### src/rtl/fsd_text_buffer_pkg.sv
// Shared ASCII constants and FSM encoding for the keyboard line buffer.
package fsd_text_buffer_pkg;

  localparam int ASCII_BIT_WIDTH = 8;
  localparam logic [ASCII_BIT_WIDTH-1:0] ASCII_SPACE = 8'h20;

  typedef enum logic {
    ST_STATIC = 1'b0,
    ST_SCROLL = 1'b1
  } fsd_tb_state_e;

endpackage

### src/rtl/fsd_text_buffer_tick_divider.sv
// Rate generator: counts 0..DIV-1 and raises tick for one cycle on the last count.
module fsd_text_buffer_tick_divider #(
  parameter int DIV = 250,
  parameter int W   = 8
) (
  input  logic clk,
  input  logic rst_n,
  input  logic clear,
  output logic tick
);

  localparam logic [W-1:0] LAST = W'(DIV - 1);

  logic [W-1:0] cnt_q, cnt_d;

  always_comb begin
    cnt_d = cnt_q + 1'b1;
    if (clear || cnt_q == LAST) cnt_d = '0;
  end

  assign tick = (cnt_q == LAST);

  always_ff @(posedge clk or negedge rst_n) begin
    if (!rst_n) cnt_q <= '0;
    else        cnt_q <= cnt_d;
  end

endmodule

### src/rtl/fsd_text_buffer.sv
// Circular line buffer of typed characters with a right-aligned static view and a
// wrapping marquee view; all outputs are registered from next-state values.
module fsd_text_buffer
  import fsd_text_buffer_pkg::*;
#(
  parameter int DIGIT_COUNT          = 4,
  parameter int DEPTH                = 16,
  parameter int DEPTH_BIT_WIDTH      = 4,
  parameter int SCROLL_DIV           = 250,
  parameter int SCROLL_DIV_BIT_WIDTH = 8,
  parameter logic [ASCII_BIT_WIDTH-1:0] BLANK_CHAR = ASCII_SPACE
) (
  input  logic                                   clk_ctrl,
  input  logic                                   reset_n,
  input  logic [ASCII_BIT_WIDTH-1:0]             char_in,
  input  logic                                   push_n,
  input  logic                                   backspace_n,
  input  logic                                   clear_n,
  input  logic                                   scroll_en,
  output logic [DIGIT_COUNT*ASCII_BIT_WIDTH-1:0] chars,
  output logic [DEPTH_BIT_WIDTH:0]               len,
  output logic                                   empty,
  output logic                                   full,
  output logic                                   scrolling
);

  localparam int LW = DEPTH_BIT_WIDTH + 1;
  // Wide enough for offset + DIGIT_COUNT-1 and head + index before wrapping.
  localparam int PW = DEPTH_BIT_WIDTH + 3;
  localparam logic [LW-1:0] DEPTH_L = LW'(DEPTH);
  localparam logic [LW-1:0] DC_L    = LW'(DIGIT_COUNT);
  localparam logic [PW-1:0] DEPTH_P = PW'(DEPTH);
  localparam logic [PW-1:0] DC_P    = PW'(DIGIT_COUNT);

  logic [ASCII_BIT_WIDTH-1:0] mem_q [DEPTH];
  logic [ASCII_BIT_WIDTH-1:0] mem_d [DEPTH];
  logic [DEPTH_BIT_WIDTH-1:0] head_q, head_d;
  logic [LW-1:0] len_q, len_d;
  logic [LW-1:0] offset_q, offset_d;
  fsd_tb_state_e state_q, state_d;
  logic [DIGIT_COUNT*ASCII_BIT_WIDTH-1:0] chars_q, chars_d;
  logic empty_q, full_q;
  logic do_clear, do_bksp, do_push, edit, div_clear, tick;

  function automatic logic [DEPTH_BIT_WIDTH-1:0] wrap_addr(input logic [PW-1:0] a,
                                                           input logic [PW-1:0] b);
    logic [PW-1:0] s;
    s = a + b;
    if (s >= DEPTH_P) s = s - DEPTH_P;
    return s[DEPTH_BIT_WIDTH-1:0];
  endfunction

  assign do_clear = !clear_n;
  assign do_bksp  = clear_n && !backspace_n;
  assign do_push  = clear_n && backspace_n && !push_n;
  assign edit     = do_clear || do_bksp || do_push;

  always_comb begin
    mem_d  = mem_q;
    head_d = head_q;
    len_d  = len_q;
    if (do_clear) begin
      head_d = '0;
      len_d  = '0;
    end else if (do_bksp) begin
      if (len_q != '0) len_d = len_q - 1'b1;
    end else if (do_push) begin
      if (len_q == DEPTH_L) begin
        // Full line: newest wins, oldest slot is reused.
        mem_d[head_q] = char_in;
        head_d        = wrap_addr(PW'(head_q), PW'(1));
      end else begin
        mem_d[wrap_addr(PW'(head_q), PW'(len_q))] = char_in;
        len_d = len_q + 1'b1;
      end
    end
  end

  always_comb begin
    state_d  = state_q;
    offset_d = '0;
    case (state_q)
      ST_STATIC: begin
        if (scroll_en && len_d > DC_L) state_d = ST_SCROLL;
      end
      ST_SCROLL: begin
        if (!scroll_en || len_d <= DC_L) begin
          state_d = ST_STATIC;
        end else if (!edit) begin
          offset_d = offset_q;
          if (tick) begin
            if (PW'(offset_q) + PW'(1) == PW'(len_q) + DC_P) offset_d = '0;
            else offset_d = offset_q + 1'b1;
          end
        end
      end
      default: state_d = ST_STATIC;
    endcase
  end

  assign div_clear = !(state_q == ST_SCROLL && state_d == ST_SCROLL && !edit);

  always_comb begin
    chars_d = '0;
    for (int j = 0; j < DIGIT_COUNT; j++) begin
      logic [PW-1:0] idx;
      logic [ASCII_BIT_WIDTH-1:0] digit;
      idx   = '0;
      digit = BLANK_CHAR;
      if (state_d == ST_SCROLL) begin
        // Marquee: index into line followed by DIGIT_COUNT blanks, wrapping mod L.
        idx = PW'(offset_d) + PW'(DIGIT_COUNT - 1 - j);
        if (idx >= PW'(len_d) + DC_P) idx = idx - (PW'(len_d) + DC_P);
        if (idx < PW'(len_d)) digit = mem_d[wrap_addr(PW'(head_d), idx)];
      end else if (PW'(j) < PW'(len_d)) begin
        idx   = PW'(len_d) - PW'(j) - PW'(1);
        digit = mem_d[wrap_addr(PW'(head_d), idx)];
      end
      chars_d[j*ASCII_BIT_WIDTH +: ASCII_BIT_WIDTH] = digit;
    end
  end

  fsd_text_buffer_tick_divider #(
    .DIV (SCROLL_DIV),
    .W   (SCROLL_DIV_BIT_WIDTH)
  ) u_tick_divider (
    .clk   (clk_ctrl),
    .rst_n (reset_n),
    .clear (div_clear),
    .tick  (tick)
  );

  always_ff @(posedge clk_ctrl or negedge reset_n) begin
    if (!reset_n) begin
      for (int i = 0; i < DEPTH; i++) mem_q[i] <= BLANK_CHAR;
      head_q   <= '0;
      len_q    <= '0;
      offset_q <= '0;
      state_q  <= ST_STATIC;
      chars_q  <= {DIGIT_COUNT{BLANK_CHAR}};
      empty_q  <= 1'b1;
      full_q   <= 1'b0;
    end else begin
      mem_q    <= mem_d;
      head_q   <= head_d;
      len_q    <= len_d;
      offset_q <= offset_d;
      state_q  <= state_d;
      chars_q  <= chars_d;
      empty_q  <= (len_d == '0);
      full_q   <= (len_d == DEPTH_L);
    end
  end

  assign chars     = chars_q;
  assign len       = len_q;
  assign empty     = empty_q;
  assign full      = full_q;
  assign scrolling = (state_q == ST_SCROLL);

endmodule
### config.mk
export PLATFORM = sky130hd
export DESIGN_NAME = fsd_text_buffer
export DESIGN_NICKNAME = d
export VERILOG_FILES = /design/src/rtl/fsd_text_buffer_pkg.sv /design/src/rtl/fsd_text_buffer_tick_divider.sv /design/src/rtl/fsd_text_buffer.sv
export SDC_FILE = /design/constraint.sdc
export NUM_CORES = 1
export LEC_CHECK = 0
export BUFFER_PORTS_ARGS = -buffer_cell sky130_fd_sc_hd__clkbuf_2
export CORE_MARGIN = 4
export CORE_UTILIZATION = 30
export CTS_BUF_LIST = sky130_fd_sc_hd__clkbuf_16
export DETAILED_ROUTE_END_ITERATION = 16
export PLACE_DENSITY = 0.44
export SLEW_MARGIN = 20
export SYNTH_ARGS = -nofsm -noshare
export SYNTH_HDL_FRONTEND = slang
export SYNTH_HIERARCHICAL = 1
export SYNTH_SLANG_ARGS = --single-unit
export TNS_END_PERCENT = 100
### constraint.sdc
create_clock -name clk_ctrl -period 11.8 [get_ports clk_ctrl]
set_clock_uncertainty 0.1 [all_clocks]
set_input_delay 0 -clock clk_ctrl [delete_from_list [all_inputs] [get_ports clk_ctrl]]
set_output_delay 0 -clock clk_ctrl [all_outputs]
set_load 0.005 [all_outputs]
==> impl_metrics.prom, run 1 <==
# TYPE chip_impl_metric gauge
chip_impl_metric{name="drive_gt1_share",unit="%"} 22.48
chip_impl_metric{name="yosys.cell_types.count",unit=""} 95
chip_impl_metric{name="ios",unit=""} 54
chip_impl_metric{name="hold_slack",unit="ns"} 0.03667
chip_impl_info{name="yosys.cell_count.top_type",value="dfrtp_1"} 1
chip_impl_metric{name="timing_max_transition_violations_final",unit=""} 0
chip_impl_metric{name="initial_core_util",unit="%"} 30.33
chip_impl_metric{name="achievable-frequency",unit="MHz"} 90.98
chip_impl_metric{name="wl",unit="mm"} 91.88
chip_impl_info{name="status",value="completed"} 1
chip_impl_metric{name="drv_cap",unit=""} 0
chip_impl_metric{name="timing.final.crit_share",unit="%"} 93.14
chip_impl_metric{name="cts_buffer_count",unit=""} 17
chip_impl_metric{name="synth.avg_cell_area",unit="sq um"} 9.617
chip_impl_metric{name="tritoncts_num_sinks",unit=""} 185
chip_impl_metric{name="chipHeight",unit="um"} 263.3
chip_impl_metric{name="grt_usage",unit="%"} 25.85
chip_impl_metric{name="relSlewSlack",unit="%"} 11.51
chip_impl_metric{name="clock_tree.buffer_depth",unit=""} 2
chip_impl_metric{name="data_arrival_time_of_the_worst_path",unit="ns"} 11.23
chip_impl_metric{name="dp_slack",unit="ns"} 0.8207
chip_impl_info{name="route.top_layer_used",value="met5"} 1
chip_impl_metric{name="design.die.area",unit="sq um"} 69320
chip_impl_info{name="synth.area.top_cells",value="dfrtp_1 21%, mux4_2 16%, mux2i_1 7.6%, ha_1 5.8%, mux2_2 5.5%"} 1
chip_impl_metric{name="crit_required",unit="ns"} 12.04
chip_impl_metric{name="number_of_global_route_vias_before_repair",unit=""} 18080
chip_impl_metric{name="synth_seq_area_share",unit="%"} 23.81
chip_impl_metric{name="power_density",unit="nW/um^2"} 271.1
chip_impl_metric{name="initial_antenna_violation_count",unit=""} 4
chip_impl_metric{name="final_layout_setup_total_negative_slack",unit="ns"} 0
chip_impl_metric{name="clkLatencyLatePin",unit="ns"} 0.53
chip_impl_metric{name="post-synth-top-area-fraction",unit="%"} 20.99
chip_impl_metric{name="fin_nets",unit=""} 2137
chip_impl_metric{name="post_place_instance_area",unit="sq um"} 20880
chip_impl_metric{name="gp_routability_congestion",unit=""} 0.9252
chip_impl_metric{name="wl_met3",unit="mm"} 9.401
chip_impl_info{name="grt_setup_unrepaired",value="false"} 1
chip_impl_metric{name="drt_pass1_iterations",unit=""} 7
chip_impl_metric{name="die_width",unit="um"} 263.3
chip_impl_metric{name="starting_drt_drc_count",unit=""} 2281
chip_impl_metric{name="yosysWarnings",unit=""} 6
chip_impl_metric{name="register_area",unit="sq um"} 4656
chip_impl_metric{name="fp.coreArea",unit="sq um"} 64460
chip_impl_info{name="clock_root_buffer",value="clkbuf_16"} 1
chip_impl_info{name="postSynth.topFlopCell",value="dfrtp_1"} 1
chip_impl_metric{name="total_number_of_vias",unit=""} 18550
chip_impl_metric{name="drt-wirelength-per-cell",unit="um"} 31.81
chip_impl_metric{name="dpl.cell_count",unit=""} 2854
chip_impl_metric{name="p_leak",unit="nW"} 9.167
chip_impl_metric{name="htreeDepth",unit=""} 4
chip_impl_metric{name="max_stage_delay",unit="ns"} 0.56
chip_impl_metric{name="finalCriticalPeriod",unit="ns"} 10.99
chip_impl_metric{name="grt_overflow",unit=""} 0
chip_impl_metric{name="postCtsSetupBuffers",unit=""} 0
chip_impl_metric{name="m1WireLength",unit="mm"} 36.90
chip_impl_metric{name="syn_nets",unit=""} 2150
chip_impl_metric{name="io_buffer_count",unit=""} 53
chip_impl_info{name="timing.hold.worst.class",value="input pin to asynchronous set/reset pin"} 1
chip_impl_info{name="crit_type",value="flip-flop to flip-flop"} 1
chip_impl_metric{name="syn-instance-count",unit=""} 2033
chip_impl_info{name="worst_setup_path_start_kind",value="flip-flop"} 1
chip_impl_info{name="cpMaxStageDelayCell",value="dfrtp_1"} 1
chip_impl_metric{name="vias_per_cell",unit=""} 6.423
chip_impl_metric{name="route.met2.wl",unit="mm"} 40.05
chip_impl_info{name="post-synth-top-area-cell",value="dfrtp_1"} 1
chip_impl_metric{name="fin_ws",unit="ns"} 0.8091
chip_impl_metric{name="syn_to_final_growth",unit="%"} 10.12
chip_impl_metric{name="detail_route.drc_violations",unit=""} 0
chip_impl_info{name="synth.top_cells.by_count",value="164 x dfrtp_1, 148 x mux2i_1, 147 x nor2_1"} 1
chip_impl_metric{name="reg_clk_slew_reported_paths",unit="ns"} 0.09
chip_impl_metric{name="vdd.ir_drop.worst",unit="mV"} 0.3904
chip_impl_metric{name="report.final.hold_viol_count",unit=""} 0
chip_impl_metric{name="postSynthRegisterBits",unit=""} 185
chip_impl_metric{name="setup_violators_final",unit=""} 0
chip_impl_metric{name="timing_worst_slew_pin_value",unit="ns"} 1.323
chip_impl_metric{name="fillers",unit=""} 6661
chip_impl_metric{name="finish.cell_count_without_fillers",unit=""} 2888
chip_impl_info{name="cts_tree",value="built"} 1
chip_impl_metric{name="diodes",unit=""} 0
chip_impl_metric{name="design_area",unit="sq um"} 21530
chip_impl_metric{name="multi_input_comb_area",unit="sq um"} 14010
chip_impl_metric{name="synth_edf_count",unit=""} 0
chip_impl_info{name="critical_path.endpoint_type",value="flip-flop"} 1
chip_impl_metric{name="row_count",unit=""} 93
chip_impl_info{name="crit_top_cell",value="ha_1"} 1
chip_impl_metric{name="hpwlAfterDp",unit="mm"} 62.63
chip_impl_metric{name="route.antenna.remaining_nets",unit=""} 0
chip_impl_metric{name="worstPathMaxFanout",unit=""} 18
chip_impl_metric{name="grt_pass1_wl",unit="mm"} 132.0
chip_impl_metric{name="async_set_or_reset_flop_fraction_in_the_synthesized_netlist",unit="%"} 100.0
chip_impl_metric{name="post_synth_instance_area",unit="sq um"} 19550
chip_impl_metric{name="grt_max_degree",unit=""} 68
==> critical path: cells and delay by family (launching register included) <==
family	cells	cell delay [ns]
AO/OA/AOI/OAI	13	3.27
AND/OR/NAND/NOR	8	2.98
adder cells (fa/ha/maj)	6	2.13
XOR/XNOR	2	0.82
flip-flops	1	0.56
multiplexers	2	0.51
buffers and inverters	4	0.44
==> layer usage <==
layer / up-vias / GRT usage [%]
li1: 7792 / -
met1: 9383 / 33.77
met2: 1109 / 39.02
met3: 259 / 7.327
met4: 6 / 13.28
met5: - / 0.4851
==> layout make-up <==
class / count / area share, %
inverters: 120 / 2.162
clock buffers: 17 / 1.976
well taps: 855 / 4.969
repair buffers: 108 / 3.312
flip-flops and latches: 185 / 21.62
multi-input cells: 1588 / 65.09
clock inverters: 15 / 0.8659
==> where the power goes <==
group          internal (mW)  leakage, nW  switching, mW  total [mW]
combinational           1.64         6.45           2.73        4.37
sequential             0.766         2.42         0.0602       0.826
clock                  0.321        0.296          0.322       0.642
total                   2.72         9.17           3.11        5.84
==> per-stage QoR <==
step                      power, mW  utilization (%)
after floorplan               3.613                -
after global placement        5.054            32.34
after detailed placement      5.067            32.38
after CTS                     5.734            33.39
after global routing          6.077            33.40
final                         5.836            33.40
==> path summary, 6_finish.rpt <==
path                                               from                 endpoint  slack (ns)  cells after the start
worst min register to register  u_tick_divider/cnt_q[0]  u_tick_divider/cnt_q[0]        0.48                      1
worst max-delay path                             len[2]                 chars[6]        0.81                     35
min in group clk_ctrl                           clear_n                head_q[3]        0.06                      3
worst min-delay path                            reset_n                mem_q[93]        0.04                      2
max in group asynchronous                       reset_n  u_tick_divider/cnt_q[1]        9.73                      4
worst max register to register                   len[2]                 chars[6]        0.81                     35
==> placed cells by master, fill, tap and decap left out, types with 13 or more instances in the layout <==
cell type / instances
a211oi_1: 24
a21o_1: 15
a21oi_1: 84
a221oi_1: 13
a31oi_1: 16
buf_4: 52
clkbuf_16: 17
clkbuf_2: 52
dfrtp_1: 164
dfstp_2: 21
ha_1: 86
inv_1: 114
mux2_2: 96
mux2i_1: 148
mux4_2: 139
nand2_1: 131
nand2b_1: 20
nand3_1: 45
nand4_1: 14
nor2_1: 145
nor3_1: 47
o211ai_1: 30
o21ai_0: 82
o221ai_1: 15
o22ai_1: 95
or3_1: 13
xnor2_1: 33
xor2_1: 23
==> sequential cells by signal, summed over array words and instances (netlist names) <==
name and flops:
u_tick_divider/cnt_q 8, offset_q 5, mem_q 128, chars 32, scrolling 1, full 1, len 5, head_q 4
empty 1
==> logic make-up (layout without fill, tap and decap cells) <==
group                    count (synthesis)  in the layout  share of synthesized area [%]
AO/OA/AOI/OAI                          541            541                          19.30
buffers and inverters                  260            260                          5.267
adder cells (fa/ha/maj)                103            103                          7.091
AND/OR/NAND/NOR                        492            492                          11.94
multiplexers                           384            384                          29.18
XOR/XNOR                                68             68                          3.417
flip-flops                             185            185                          23.81
==> what timing repair did <==
action,in CTS,in global routing
resized for setup,0,2
endpoints found under the hold margin,56,0
endpoints found under the setup margin,0,5
hold buffers,2,0
(Power assumes the default switching activity.)
==> run 2, diff against run 1 <==
==> constraint.sdc (replaced) <==
create_clock -name clk_ctrl -period 13.48 [get_ports clk_ctrl]
set_clock_uncertainty 0.1 [all_clocks]
set_input_delay 0 -clock clk_ctrl [delete_from_list [all_inputs] [get_ports clk_ctrl]]
set_output_delay 0 -clock clk_ctrl [all_outputs]
set_load 0.005 [all_outputs]
==> run 2 against run 1 <==
Against the previous run:
- sequential share of layout area is essentially flat
- highest routed layer unchanged
- utilization about the same
- non-clock buffer count up 3
- wire length is 0.40% lower
- maximum frequency rose by 0.63%
- largest power group unchanged
- setup slack improved by 1.7 ns
- via count is essentially flat
- first-iteration DRC count fell by 4.6%
- sequential power is 12% lower
- design area decreased by 0.12%
==> impl_metrics.prom, run 2 (synthesis results as in run 1) <==
# TYPE chip_impl_metric gauge
chip_impl_metric{name="row_count",unit=""} 93
chip_impl_metric{name="postCtsSetupBuffers",unit=""} 0
chip_impl_metric{name="groute.layer.met1.usage",unit="%"} 33.84
chip_impl_metric{name="seqPwrFrac",unit="%"} 14.3
chip_impl_metric{name="ios",unit=""} 54
chip_impl_metric{name="crit_required",unit="ns"} 13.82
chip_impl_metric{name="grt.met3_usage",unit="%"} 7.262
chip_impl_metric{name="drt_pass1_iterations",unit=""} 8
chip_impl_metric{name="grt_max_degree",unit=""} 66
chip_impl_metric{name="report.final.hold_viol_count",unit=""} 0
chip_impl_metric{name="total_number_of_vias",unit=""} 18540
chip_impl_metric{name="clock_tree.buffer_depth",unit=""} 2
chip_impl_metric{name="final_layout_setup_total_negative_slack",unit="ns"} 0
chip_impl_metric{name="hold_buffers",unit=""} 5
chip_impl_info{name="critPathLaunch",value="len[2]"} 1
chip_impl_metric{name="detail_route.drc_violations",unit=""} 0
chip_impl_metric{name="finalCriticalPeriod",unit="ns"} 10.92
chip_impl_metric{name="power.share.clock",unit="%"} 10.7
chip_impl_metric{name="data_arrival_time_of_the_worst_path",unit="ns"} 11.26
chip_impl_metric{name="initial_antenna_violation_count",unit=""} 3
chip_impl_info{name="grt_busiest_layer",value="met2"} 1
chip_impl_metric{name="initial_core_util",unit="%"} 30.33
chip_impl_metric{name="route.antenna.remaining_nets",unit=""} 0
chip_impl_metric{name="switchingPower",unit="mW"} 2.700
chip_impl_metric{name="vdd.ir_drop.worst",unit="mV"} 0.3516
chip_impl_metric{name="power.switching_fraction",unit="%"} 53.27
chip_impl_metric{name="drv_cap",unit=""} 0
chip_impl_info{name="cts_tree",value="built"} 1
chip_impl_metric{name="fp.coreArea",unit="sq um"} 64460
chip_impl_metric{name="timing_max_transition_violations_final",unit=""} 0
chip_impl_info{name="worst_r2r_endpoint",value="chars[17]"} 1
chip_impl_info{name="timing.hold.worst.class",value="input pin to flip-flop"} 1
chip_impl_metric{name="cts_buffer_count",unit=""} 17
chip_impl_metric{name="number_of_flip_flops_in_the_largest_register",unit=""} 128
chip_impl_metric{name="cts_repair_resize_count",unit=""} 0
chip_impl_metric{name="fillers",unit=""} 6575
chip_impl_info{name="grt_setup_unrepaired",value="false"} 1
chip_impl_metric{name="timing.final.crit_share",unit="%"} 81.02
chip_impl_info{name="status",value="completed"} 1
chip_impl_info{name="critical_path.endpoint_type",value="flip-flop"} 1
chip_impl_metric{name="setup_violators_final",unit=""} 0
chip_impl_metric{name="max_stage_delay",unit="ns"} 1.15
chip_impl_metric{name="chipHeight",unit="um"} 263.3
chip_impl_metric{name="p_leak",unit="nW"} 9.141
chip_impl_metric{name="relSlewSlack",unit="%"} 17.38
chip_impl_metric{name="wl",unit="mm"} 91.51
chip_impl_info{name="regToRegStartpoint",value="len[2]"} 1
chip_impl_metric{name="drive_gt1_share",unit="%"} 22.45
chip_impl_info{name="cpMaxStageDelayCell",value="fa_2"} 1
chip_impl_info{name="registers.top_by_ff_count",value="mem_q"} 1
chip_impl_metric{name="gp_routability_congestion",unit=""} 0.9592
chip_impl_metric{name="hold_slack",unit="ns"} 0.04581
chip_impl_metric{name="starting_drt_drc_count",unit=""} 2177
chip_impl_info{name="setup.worst_path.end",value="chars[17]"} 1
chip_impl_metric{name="worst-r2r-cell-count",unit=""} 35
chip_impl_metric{name="achievable-frequency",unit="MHz"} 91.56
chip_impl_metric{name="design.die.area",unit="sq um"} 69320
chip_impl_metric{name="io_buffer_count",unit=""} 53
chip_impl_metric{name="power_density",unit="nW/um^2"} 235.7
chip_impl_metric{name="grt_overflow",unit=""} 0
chip_impl_metric{name="die_width",unit="um"} 263.3
chip_impl_metric{name="tritoncts_num_sinks",unit=""} 185
chip_impl_metric{name="grt_usage",unit="%"} 25.66
chip_impl_metric{name="number_of_global_route_vias_before_repair",unit=""} 18000
chip_impl_info{name="worst_setup_path_start_kind",value="flip-flop"} 1
chip_impl_metric{name="comb_power_share",unit="%"} 75.0
chip_impl_metric{name="cellInternalPower",unit="mW"} 2.369
chip_impl_info{name="clock_root_buffer",value="clkbuf_16"} 1
chip_impl_metric{name="vias_per_cell",unit=""} 6.413
chip_impl_metric{name="timing_worst_slew_pin_value",unit="ns"} 1.237
chip_impl_metric{name="fin_nets",unit=""} 2140
chip_impl_metric{name="met2_usage",unit="%"} 39.40
chip_impl_info{name="crit_type",value="flip-flop to flip-flop"} 1
chip_impl_metric{name="worstPathMaxFanout",unit=""} 29
chip_impl_metric{name="hpwlAfterDp",unit="mm"} 62.98
chip_impl_metric{name="reg_clk_slew_reported_paths",unit="ns"} 0.08
chip_impl_info{name="layout.cells.most_common_list",value="164 x dfrtp_1, 148 x mux2i_1, 147 x nor2_1"} 1
chip_impl_metric{name="reg2reg_slack",unit="ns"} 2.56
chip_impl_metric{name="clkLatencyLatePin",unit="ns"} 0.51
chip_impl_info{name="crit_top_cell",value="ha_1"} 1
chip_impl_info{name="layout.cells.most_common",value="dfrtp_1"} 1
chip_impl_metric{name="syn_to_final_growth",unit="%"} 9.990
chip_impl_metric{name="htreeDepth",unit=""} 4
chip_impl_metric{name="grt_pass1_wl",unit="mm"} 131.7
chip_impl_metric{name="diodes",unit=""} 0
chip_impl_metric{name="drt-wirelength-per-cell",unit="um"} 31.65
run 2: cell types whose count changed in the layout (fill, tap and decap cells not counted), moves of 2 or more:
cell and delta:
dlygate4sd3_1 +4, nor2_2 -2, inv_6 +3, clkinv_2 +2
nor2_1 +2, o21ai_2 +2
run 2: power groups by stage:
stage               clock, mW  combinational, mW  sequential, mW
floorplan                   0               2.45           0.717
global placement            0               3.68           0.731
detailed placement          0               3.68           0.734
CTS                     0.556               3.69           0.724
global route            0.575               3.99           0.735
finish                  0.541               3.80           0.724
run 2: area by class of cell:
type,instances,area [sq um],area share (%)
inverter,120,465.4,2.164
tap,855,1070,4.975
clock inverter,15,156.4,0.7273
sequential,185,4656,21.65
multi-input combinational,1588,14010,65.15
timing repair buffer,111,721.9,3.357
clock buffer,17,425.4,1.978
run 2: critical path: cells and delay by family, from the launching register on:
kind,cells,cell delay (ns)
AOI/OAI and AO/OA,11,2.85
adders and majority gates,6,2.50
and+or+nand+nor,7,2.16
buffers and inverters,6,1.35
muxes,4,0.99
DFF,1,0.51
xor gates and xnor gates,1,0.34
run 2: worst min-delay path by stage:
stage	from	to	cells after the start
floorplan	reset_n	chars[0]	0
global placement	reset_n	chars[8]	1
detailed placement	reset_n	chars[8]	1
CTS	char_in[2]	mem_q[18]	3
global route	char_in[5]	mem_q[93]	2
finish	char_in[2]	mem_q[18]	3
run 2: metrics by stage:
| step | util (%) | instances | total power [mW] | setup WS (ns) | area, sq um |
|---|---|---|---|---|---|
| floorplan | - | 2033 | 3.163 | 4.380 | 19550 |
| CTS | 33.32 | 2891 | 4.971 | 2.749 | 21480 |
| detailed placement | 32.34 | 2854 | 4.409 | 2.745 | 20850 |
| finish | 33.36 | 2891 | 5.069 | 2.558 | 21500 |
| global route | 33.36 | 2891 | 5.302 | 2.081 | 21500 |
| global placement | 32.34 | 2854 | 4.412 | 2.973 | 20850 |
run 2: per-layer routing:
layer | part of all wire (%) | vias to the layer above
met5 | 0.023 | -
met1 | 41 | 9407
met3 | 10 | 221
li1 | - | 7801
met2 | 44 | 1108
met4 | 4.8 | 4
